File: src/rtl/mips_lsu_pkg.sv
// -----------------------------------------------------------------------------
// mips_lsu_pkg
// Shared types and helpers for the MIPS load/store bus bridge.
//   size_t         : access size encoding carried on req_size
//   IDLE/ACCESS/RESP : bridge FSM state codes
//   is_legal()     : alignment / reserved-size check
//   calc_byteenable() : lane enables for a given size and byte offset
// -----------------------------------------------------------------------------
package mips_lsu_pkg;

  typedef enum logic [1:0] {
    SIZE_BYTE = 2'b00,
    SIZE_HALF = 2'b01,
    SIZE_WORD = 2'b10,
    SIZE_RSVD = 2'b11
  } size_t;

  // State codes kept as plain constants so the state register is a bare
  // vector that older tools and waveform scripts can decode.
  localparam logic [1:0] IDLE   = 2'd0;
  localparam logic [1:0] ACCESS = 2'd1;
  localparam logic [1:0] RESP   = 2'd2;

  // An access is legal when its size is defined and the address is
  // naturally aligned to that size.
  function automatic logic is_legal(input size_t size, input logic [1:0] addr_lo);
    case (size)
      SIZE_BYTE: return 1'b1;
      SIZE_HALF: return ~addr_lo[0];
      SIZE_WORD: return (addr_lo == 2'b00);
      default:   return 1'b0;
    endcase
  endfunction

  // Lane k carries bits [8k+7:8k], i.e. byte offset k (little-endian).
  function automatic logic [3:0] calc_byteenable(input size_t size, input logic [1:0] addr_lo);
    case (size)
      SIZE_BYTE: return 4'b0001 << addr_lo;
      SIZE_HALF: return addr_lo[1] ? 4'b1100 : 4'b0011;
      SIZE_WORD: return 4'b1111;
      default:   return 4'b0000;
    endcase
  endfunction

endpackage

File: src/rtl/mips_lsu_lane_align.sv
// -----------------------------------------------------------------------------
// mips_lsu_lane_align
// Purely combinational lane steering for the load/store bridge.
// Ports:
//   size        in  access size (registered request)
//   addr_lo     in  byte offset within the word
//   is_signed   in  sign-extend narrow loads when high
//   wdata_in    in  CPU store data (low byte / half used for narrow stores)
//   rdata_in    in  raw bus read data word
//   byteenable  out lane enables
//   wdata_out   out store data replicated across all lanes
//   rdata_out   out extracted and extended load data
// -----------------------------------------------------------------------------
module mips_lsu_lane_align
  import mips_lsu_pkg::*;
(
  input  size_t       size,
  input  logic [1:0]  addr_lo,
  input  logic        is_signed,
  input  logic [31:0] wdata_in,
  input  logic [31:0] rdata_in,
  output logic [3:0]  byteenable,
  output logic [31:0] wdata_out,
  output logic [31:0] rdata_out
);

  logic [31:0] shifted;

  always_comb begin
    // NOTE: every output of this block gets a value before any branch, so no
    // path can leave one unassigned and infer a latch.
    byteenable = calc_byteenable(size, addr_lo);
    wdata_out  = wdata_in;
    rdata_out  = rdata_in;

    // Replicating the narrow datum on every lane lets the byte enables alone
    // select the target bytes at the slave.
    case (size)
      SIZE_BYTE: wdata_out = {4{wdata_in[7:0]}};
      SIZE_HALF: wdata_out = {2{wdata_in[15:0]}};
      default:   wdata_out = wdata_in;
    endcase

    // Accesses are aligned here, so shifting by the byte offset brings the
    // addressed byte or half down to bit 0 for both narrow sizes.
    shifted = rdata_in >> {addr_lo, 3'b000};
    case (size)
      SIZE_BYTE: rdata_out = {{24{is_signed & shifted[7]}},  shifted[7:0]};
      SIZE_HALF: rdata_out = {{16{is_signed & shifted[15]}}, shifted[15:0]};
      default:   rdata_out = rdata_in;
    endcase
  end

endmodule

File: src/rtl/mips_lsu_bus_bridge.sv
// -----------------------------------------------------------------------------
// mips_lsu_bus_bridge
// Load/store unit between the CPU data port and a word-addressed bus with
// wait states. Registers one request, drives one bus transfer, stalls the CPU
// while the slave waits, then pulses a response with extended load data.
//
// Parameters:
//   TIMEOUT_CYCLES  waitrequest cycles tolerated before abort (>= 1); only
//                   used when the LSU_TIMEOUT_EN macro is defined.
// Configuration macro:
//   LSU_TIMEOUT_EN  adds a wait-state counter that aborts a stuck transfer
//                   with resp_error. Undefined: ACCESS waits indefinitely.
// Ports:
//   clk, reset                 clock, synchronous active-high reset
//   req_valid/write/size/signed/address/writedata   CPU request
//   stall                      hold PC and request
//   resp_valid/readdata/error  one-cycle completion pulse and result
//   bus_address/read/write/byteenable/writedata     bus master outputs
//   bus_waitrequest, bus_readdata                   bus slave inputs
// -----------------------------------------------------------------------------
module mips_lsu_bus_bridge
  import mips_lsu_pkg::*;
#(
  parameter int TIMEOUT_CYCLES = 256
) (
  input  logic        clk,
  input  logic        reset,
  input  logic        req_valid,
  input  logic        req_write,
  input  logic [1:0]  req_size,
  input  logic        req_signed,
  input  logic [31:0] req_address,
  input  logic [31:0] req_writedata,
  output logic        stall,
  output logic        resp_valid,
  output logic [31:0] resp_readdata,
  output logic        resp_error,
  output logic [31:0] bus_address,
  output logic        bus_read,
  output logic        bus_write,
  output logic [3:0]  bus_byteenable,
  output logic [31:0] bus_writedata,
  input  logic        bus_waitrequest,
  input  logic [31:0] bus_readdata
);

  if (TIMEOUT_CYCLES < 1) begin : g_bad_timeout
    $error("TIMEOUT_CYCLES must be >= 1");
  end

  logic [1:0]  state;
  logic        r_write;
  logic        r_signed;
  size_t       r_size;
  logic [31:0] r_addr;
  logic [31:0] r_wdata;

  logic        in_access;
  logic        accept;
  logic [3:0]  lane_be;
  logic [31:0] lane_wdata;
  logic [31:0] lane_rdata;

`ifdef LSU_TIMEOUT_EN
  // Wide enough to hold TIMEOUT_CYCLES-1, never narrower than 8 bits.
  localparam int CNT_W = (TIMEOUT_CYCLES <= 256) ? 8 : $clog2(TIMEOUT_CYCLES);
  localparam logic [CNT_W-1:0] WAIT_LAST = CNT_W'(TIMEOUT_CYCLES - 1);
  logic [CNT_W-1:0] wait_cnt;
`endif

  assign in_access = (state == ACCESS);
  assign accept    = (state == IDLE) && req_valid;

  // Stall asserts in the accepting cycle itself so the CPU holds its PC
  // before the request has even been registered.
  assign stall      = (accept && !reset) || in_access;
  assign resp_valid = (state == RESP);

  // Bus fields are forced to 0 outside ACCESS so an idle bus carries no
  // stale lane enables or data.
  assign bus_read       = in_access && !r_write;
  assign bus_write      = in_access &&  r_write;
  assign bus_address    = in_access ? {r_addr[31:2], 2'b00} : 32'h0;
  assign bus_byteenable = in_access ? lane_be    : 4'b0000;
  assign bus_writedata  = in_access ? lane_wdata : 32'h0;

  mips_lsu_lane_align u_lane_align (
    .size       (r_size),
    .addr_lo    (r_addr[1:0]),
    .is_signed  (r_signed),
    .wdata_in   (r_wdata),
    .rdata_in   (bus_readdata),
    .byteenable (lane_be),
    .wdata_out  (lane_wdata),
    .rdata_out  (lane_rdata)
  );

  always_ff @(posedge clk) begin
    // NOTE: sequential state uses non-blocking assignments so every register
    // here samples the pre-edge values, independent of statement order.
    if (reset) begin
      state         <= IDLE;
      r_write       <= 1'b0;
      r_signed      <= 1'b0;
      r_size        <= SIZE_BYTE;
      r_addr        <= 32'h0;
      r_wdata       <= 32'h0;
      resp_readdata <= 32'h0;
      resp_error    <= 1'b0;
`ifdef LSU_TIMEOUT_EN
      wait_cnt      <= '0;
`endif
    end else begin
      case (state)
        IDLE: begin
          if (req_valid) begin
            r_write  <= req_write;
            r_signed <= req_signed;
            r_size   <= size_t'(req_size);
            r_addr   <= req_address;
            r_wdata  <= req_writedata;
            if (is_legal(size_t'(req_size), req_address[1:0])) begin
              state <= ACCESS;
`ifdef LSU_TIMEOUT_EN
              wait_cnt <= '0;
`endif
            end else begin
              // Illegal requests never reach the bus.
              state         <= RESP;
              resp_error    <= 1'b1;
              resp_readdata <= 32'h0;
            end
          end
        end

        ACCESS: begin
          if (!bus_waitrequest) begin
            state         <= RESP;
            resp_error    <= 1'b0;
            resp_readdata <= r_write ? 32'h0 : lane_rdata;
          end
`ifdef LSU_TIMEOUT_EN
          else if (wait_cnt == WAIT_LAST) begin
            // This is the TIMEOUT_CYCLES-th wait cycle: abandon the transfer.
            state         <= RESP;
            resp_error    <= 1'b1;
            resp_readdata <= 32'h0;
          end else begin
            wait_cnt <= wait_cnt + 1'b1;
          end
`endif
        end

        RESP:    state <= IDLE;
        default: state <= IDLE;
      endcase
    end
  end

endmodule

File: config.mk
export PLATFORM = sky130hd
export DESIGN_NAME = mips_lsu_bus_bridge
export DESIGN_NICKNAME = d
export VERILOG_FILES = /design/src/rtl/mips_lsu_pkg.sv /design/src/rtl/mips_lsu_lane_align.sv /design/src/rtl/mips_lsu_bus_bridge.sv
export SDC_FILE = /design/constraint.sdc
export NUM_CORES = 1
export LEC_CHECK = 0
export ABC_AREA = 0
export BUFFER_PORTS_ARGS = -buffer_cell sky130_fd_sc_hd__buf_4
export CAP_MARGIN = 30
export CORE_MARGIN = 3
export CORE_UTILIZATION = 48
export CTS_CLUSTER_DIAMETER = 60
export DETAILED_ROUTE_END_ITERATION = 6
export PLACE_DENSITY_LB_ADDON = 0.15
export SETUP_SLACK_MARGIN = 0.5
export SYNTH_ARGS = -nofsm -noshare
export SYNTH_HDL_FRONTEND = slang
export SYNTH_SLANG_ARGS = --single-unit
export TNS_END_PERCENT = 5
File: constraint.sdc
create_clock -name clk -period 2.4 [get_ports clk]
set_clock_uncertainty 0.15 [all_clocks]
set_input_delay 0.24 -clock clk [delete_from_list [all_inputs] [get_ports clk]]
set_output_delay 0.24 -clock clk [all_outputs]
set_load 0.05 [all_outputs]
==> reports/summary.log <==
INFO  setup_path     worst_path_slowest_cell=sky130_fd_sc_hd__dfxtp_4
INFO  power          intPower=2.79mW
INFO  placement      detailed_place_hpwl=11.2mm
INFO  finish         layout.cell_area.non_filler=8150µm²
INFO  power          power.static_leakage=3.52nW
INFO  clock_network  clk_pin_slew=0.10ns
INFO  global_route   grt_first_pass_wirelength=28.5mm
INFO  finish         final-seq-area=2080µm²
INFO  run            max-cap-violations=0
INFO  synth          synth-edff-count=0
INFO  floorplan      initial_utilization=49.5%
INFO  placement      gp_congestion=0.879
INFO  drt            drcViolationCount=0
INFO  finish         multi_input_area=2790µm²
INFO  setup_path     regToRegEndpoint=resp_readdata[3]
INFO  clock_network  htreeDepth=3
INFO  drt            routedWlPerCell=17.9µm
INFO  drt            drt_first_pass_iters=5
INFO  setup_path     worst_ep_arrival_time=1.72ns
INFO  sta            drv_slew=0
INFO  synth          netlist_area=4840µm²
INFO  setup_path     cell_by_cell_listing_of_the_critical_path=buf_12, buf_8, mux2i_1, nor2_1, a21oi_2, nor2_4, buf_8
INFO  setup_path     critical_path.startpoint_type=flip-flop
INFO  sta            setup_viol=0
INFO  drt            wirelength=18.9mm
INFO  power          switching_fraction_of_total_power=30.8%
INFO  clock_network  tritoncts=done
INFO  setup_path     setup.worst_path.class=reg2out
INFO  finish         area_delta_synth_final=68.6%
INFO  setup_path     end_kind=output port
INFO  clock_network  max-clock-path-buffers=2
INFO  drt            detailroute.via_count=5808
INFO  setup_path     path_max_fanout=6
INFO  power          p_seq_share=46.6%
INFO  power          p_per_area=494nW/µm²
INFO  clock_network  clock-sinks=103
INFO  synth          synth_async_sr_flop_share=0%
INFO  sta            period_needed=2.11ns
INFO  sta            clock.fmax=475MHz
INFO  clock_network  worst_skew_pair.late_latency=0.37ns
INFO  synth          synth_cell_types=39
INFO  setup_path     crit_required=2.01ns
INFO  synth          synth_area_per_cell=7.76µm²
INFO  clock_network  numCtsBuffers=9
INFO  global_route   grt_start_max_net_pins=69
INFO  global_route   track_usage=31.6%
INFO  setup_path     critical_path.endpoint=bus_writedata[31]
INFO  synth          ys.warnings.count=0
INFO  worst_hold_path holdCritPathClass=in2reg
INFO  sta            totalNegativeSetupSlack=0ns
INFO  sta            period_share=87.8%
INFO  drt            route.detailed.vias_per_inst=5.52
INFO  global_route   grt_overflow_total=0
INFO  synth          postSynthRegisterBits=103
INFO  floorplan      chipWidth=106µm
INFO  power          p_sw=1.24mW
INFO  setup_path     rrSetupSlack=0.40ns
INFO  sta            worst_pin_slew=0.714ns
INFO  floorplan      placeable_core_area=9770µm²
INFO  outcome        outcome=completed
INFO  synth          synthCells=623
INFO  global_route   antenna_violations_before_repair=0
INFO  floorplan      die_height=106µm
INFO  setup_path     startpoint=r_size[0]
INFO  floorplan      top_level_ports=209
INFO  finish         layout.filler_cells=591
INFO  setup_path     cp_common_cell=sky130_fd_sc_hd__buf_8
INFO  drt            drt-initial-drc-count=378
INFO  setup_path     reg2regPathDepth=5
INFO  power          ir_drop=0.353mV
INFO  sta            setup_repair_after_global_routing_missed_its_margin=yes
INFO  synth          seq_area_frac_synth=42.6%
INFO  floorplan      rows=36
INFO  placement      port-buffer-count=206
INFO  finish         number_of_non_filler_instances_in_the_completed_layout=1052
INFO  power          share_comb_of_total_power=25.8%
INFO  setup_path     critical_path.max_stage_delay=0.40ns
INFO  sta            worst_hold_slack=0.0284ns
INFO  finish         insertedDiodeCount=0
INFO  sta            finalHoldViolCount=0
INFO  global_route   vias_in_the_first_global_route=5686
INFO  finish         final_layout_size_suffix_gt1_share=35.1%
INFO  sta            worst_slew_margin_rel=52.3%
INFO  power          power_frac_clock=27.7%
INFO  drt            ant_nets=0
INFO  clock_network  clk_root_buffer_cell=sky130_fd_sc_hd__clkbuf_8
INFO  setup_path     r2r_start=state[1]
INFO  synth          postSynth.topFlopCell=sky130_fd_sc_hd__dfxtp_1
INFO  finish         num-nets-final=1018
INFO  placement      placed_cells=925
INFO  floorplan      die_outline_area=11300µm²
INFO  placement      placed_area=6610µm²
==> how the worst min path moves through the flow <==
stage                     startpoint    endpoint  slack (ns)  cells after the start
global route        req_writedata[8]  r_wdata[8]        0.01                      3
finish              req_writedata[8]  r_wdata[8]        0.03                      3
detailed placement        r_addr[23]  r_addr[23]        0.29                      2
CTS                   req_address[1]   r_addr[1]       0.002                      3
global placement          r_addr[17]  r_addr[17]        0.29                      2
floorplan            req_address[10]  r_addr[10]        0.23                      2
==> synthesized netlist by cell type (2+ instances only) <==
cell                        number  area, µm²
sky130_fd_sc_hd__buf_4           2       15.0
sky130_fd_sc_hd__a211o_1         7       61.3
sky130_fd_sc_hd__inv_1           5       18.8
sky130_fd_sc_hd__o2bb2ai_1       2       17.5
sky130_fd_sc_hd__nand2_1       146        548
sky130_fd_sc_hd__buf_1           2       7.51
sky130_fd_sc_hd__a21oi_1        97        485
sky130_fd_sc_hd__nand2b_1        2       12.5
sky130_fd_sc_hd__and2_1         40        250
sky130_fd_sc_hd__a22oi_1        15        113
sky130_fd_sc_hd__dfxtp_1       103       2060
sky130_fd_sc_hd__mux2i_1        18        180
sky130_fd_sc_hd__o21ai_0        20        100
sky130_fd_sc_hd__nor2_1         49        184
sky130_fd_sc_hd__nor2b_1        11       68.8
sky130_fd_sc_hd__a221o_1        23        230
sky130_fd_sc_hd__buf_2          11       55.1
sky130_fd_sc_hd__mux2_2          7       78.8
sky130_fd_sc_hd__clkbuf_1       37        139
sky130_fd_sc_hd__and3b_1         7       61.3
==> repair_timing <==
action / 4_1_cts / 5_1_grt
endpoints found under the hold margin: 90 / 1
pin swaps: 4 / 6
endpoints found under the setup margin: 100 / 164
buffers inserted: 9 / 8
hold buffers: 88 / 1
gates resized for setup: 44 / 13
gates cloned: 1 / 4
==> kinds of logic (layout without fill, tap and decap cells) <==
kind of cell	count (synthesis)	after routing	share of synthesized area [%]
simple gates	267	268	25.2
mux	25	25	5.36
compound gates	169	169	21.6
flops	103	103	42.6
other cells	1	2	0.0775
buf+inv	58	352	5.10
==> cell usage in the layout (no fill, tap or decap), types with 10 or more instances in the layout <==
master	synthesis	routed
sky130_fd_sc_hd__buf_4	2	224
sky130_fd_sc_hd__nand2_1	146	146
sky130_fd_sc_hd__dfxtp_1	103	97
sky130_fd_sc_hd__dlygate4sd3_1	0	89
sky130_fd_sc_hd__a21oi_1	97	83
sky130_fd_sc_hd__and2_1	40	40
sky130_fd_sc_hd__nor2_1	49	26
sky130_fd_sc_hd__a221o_1	23	23
sky130_fd_sc_hd__o21ai_0	20	18
sky130_fd_sc_hd__a22oi_1	15	15
sky130_fd_sc_hd__nor2_4	0	14
sky130_fd_sc_hd__mux2i_1	18	13
sky130_fd_sc_hd__a21oi_2	0	12
sky130_fd_sc_hd__nor2_2	1	11
sky130_fd_sc_hd__nor2b_1	11	10
sky130_fd_sc_hd__clkbuf_8	0	10
==> worst max-delay path: cells and delay by family (launching register included) <==
family | cells | cell delay (ns)
buffers and inverters | 3 | 0.42
AOI/OAI and AO/OA | 1 | 0.16
DFF | 1 | 0.40
muxes | 1 | 0.22
and+or+nand+nor | 2 | 0.15
==> metrics by stage <==
step                      power (mW)  setup slack [ns]  util (%)
after floorplan                 2.38             0.418         -
after global placement          2.65             0.110      67.4
after detailed placement        2.68             0.236      67.6
after CTS                       3.94             0.351      81.5
after global routing            4.18             0.217      83.4
final                           4.02             0.294      83.4
==> registers in the layout, summed over array words and instances, names as in the netlist <==
name	count
r_addr	32
r_wdata	32
resp_readdata	32
r_size	2
state	2
r_signed	1
r_write	1
resp_error	1
==> power by group through the flow <==
stage | registers [mW] | clock network [mW] | logic [mW]
2_1_floorplan | 1.90 | 0 | 0.476
3_3_place_gp | 1.90 | 0 | 0.750
3_5_place_dp | 1.91 | 0 | 0.773
4_1_cts | 1.86 | 1.12 | 0.954
5_1_grt | 1.88 | 1.19 | 1.10
6_report | 1.87 | 1.11 | 1.04
==> metal layers <==
layer	GRT usage, %	wire length (µm)	share of wire [%]	vias to the layer above
li1	-	-	-	2712
met1	37.5	7170	38	2736
met2	53.7	9360	50	301
met3	7.04	1630	8.6	59
met4	15.9	707	3.7	0
met5	0	0	0	-
==> layout make-up <==
type | instances | area share, %
clock buffers | 11 | 1.73
clock inverters | 5 | 0.691
inverters | 5 | 0.276
multi-input cells | 464 | 34.3
flip-flops and latches | 103 | 25.6
well taps | 133 | 2.04
repair buffers | 331 | 35.4
Note: power is estimated with default switching activity, not from simulation.
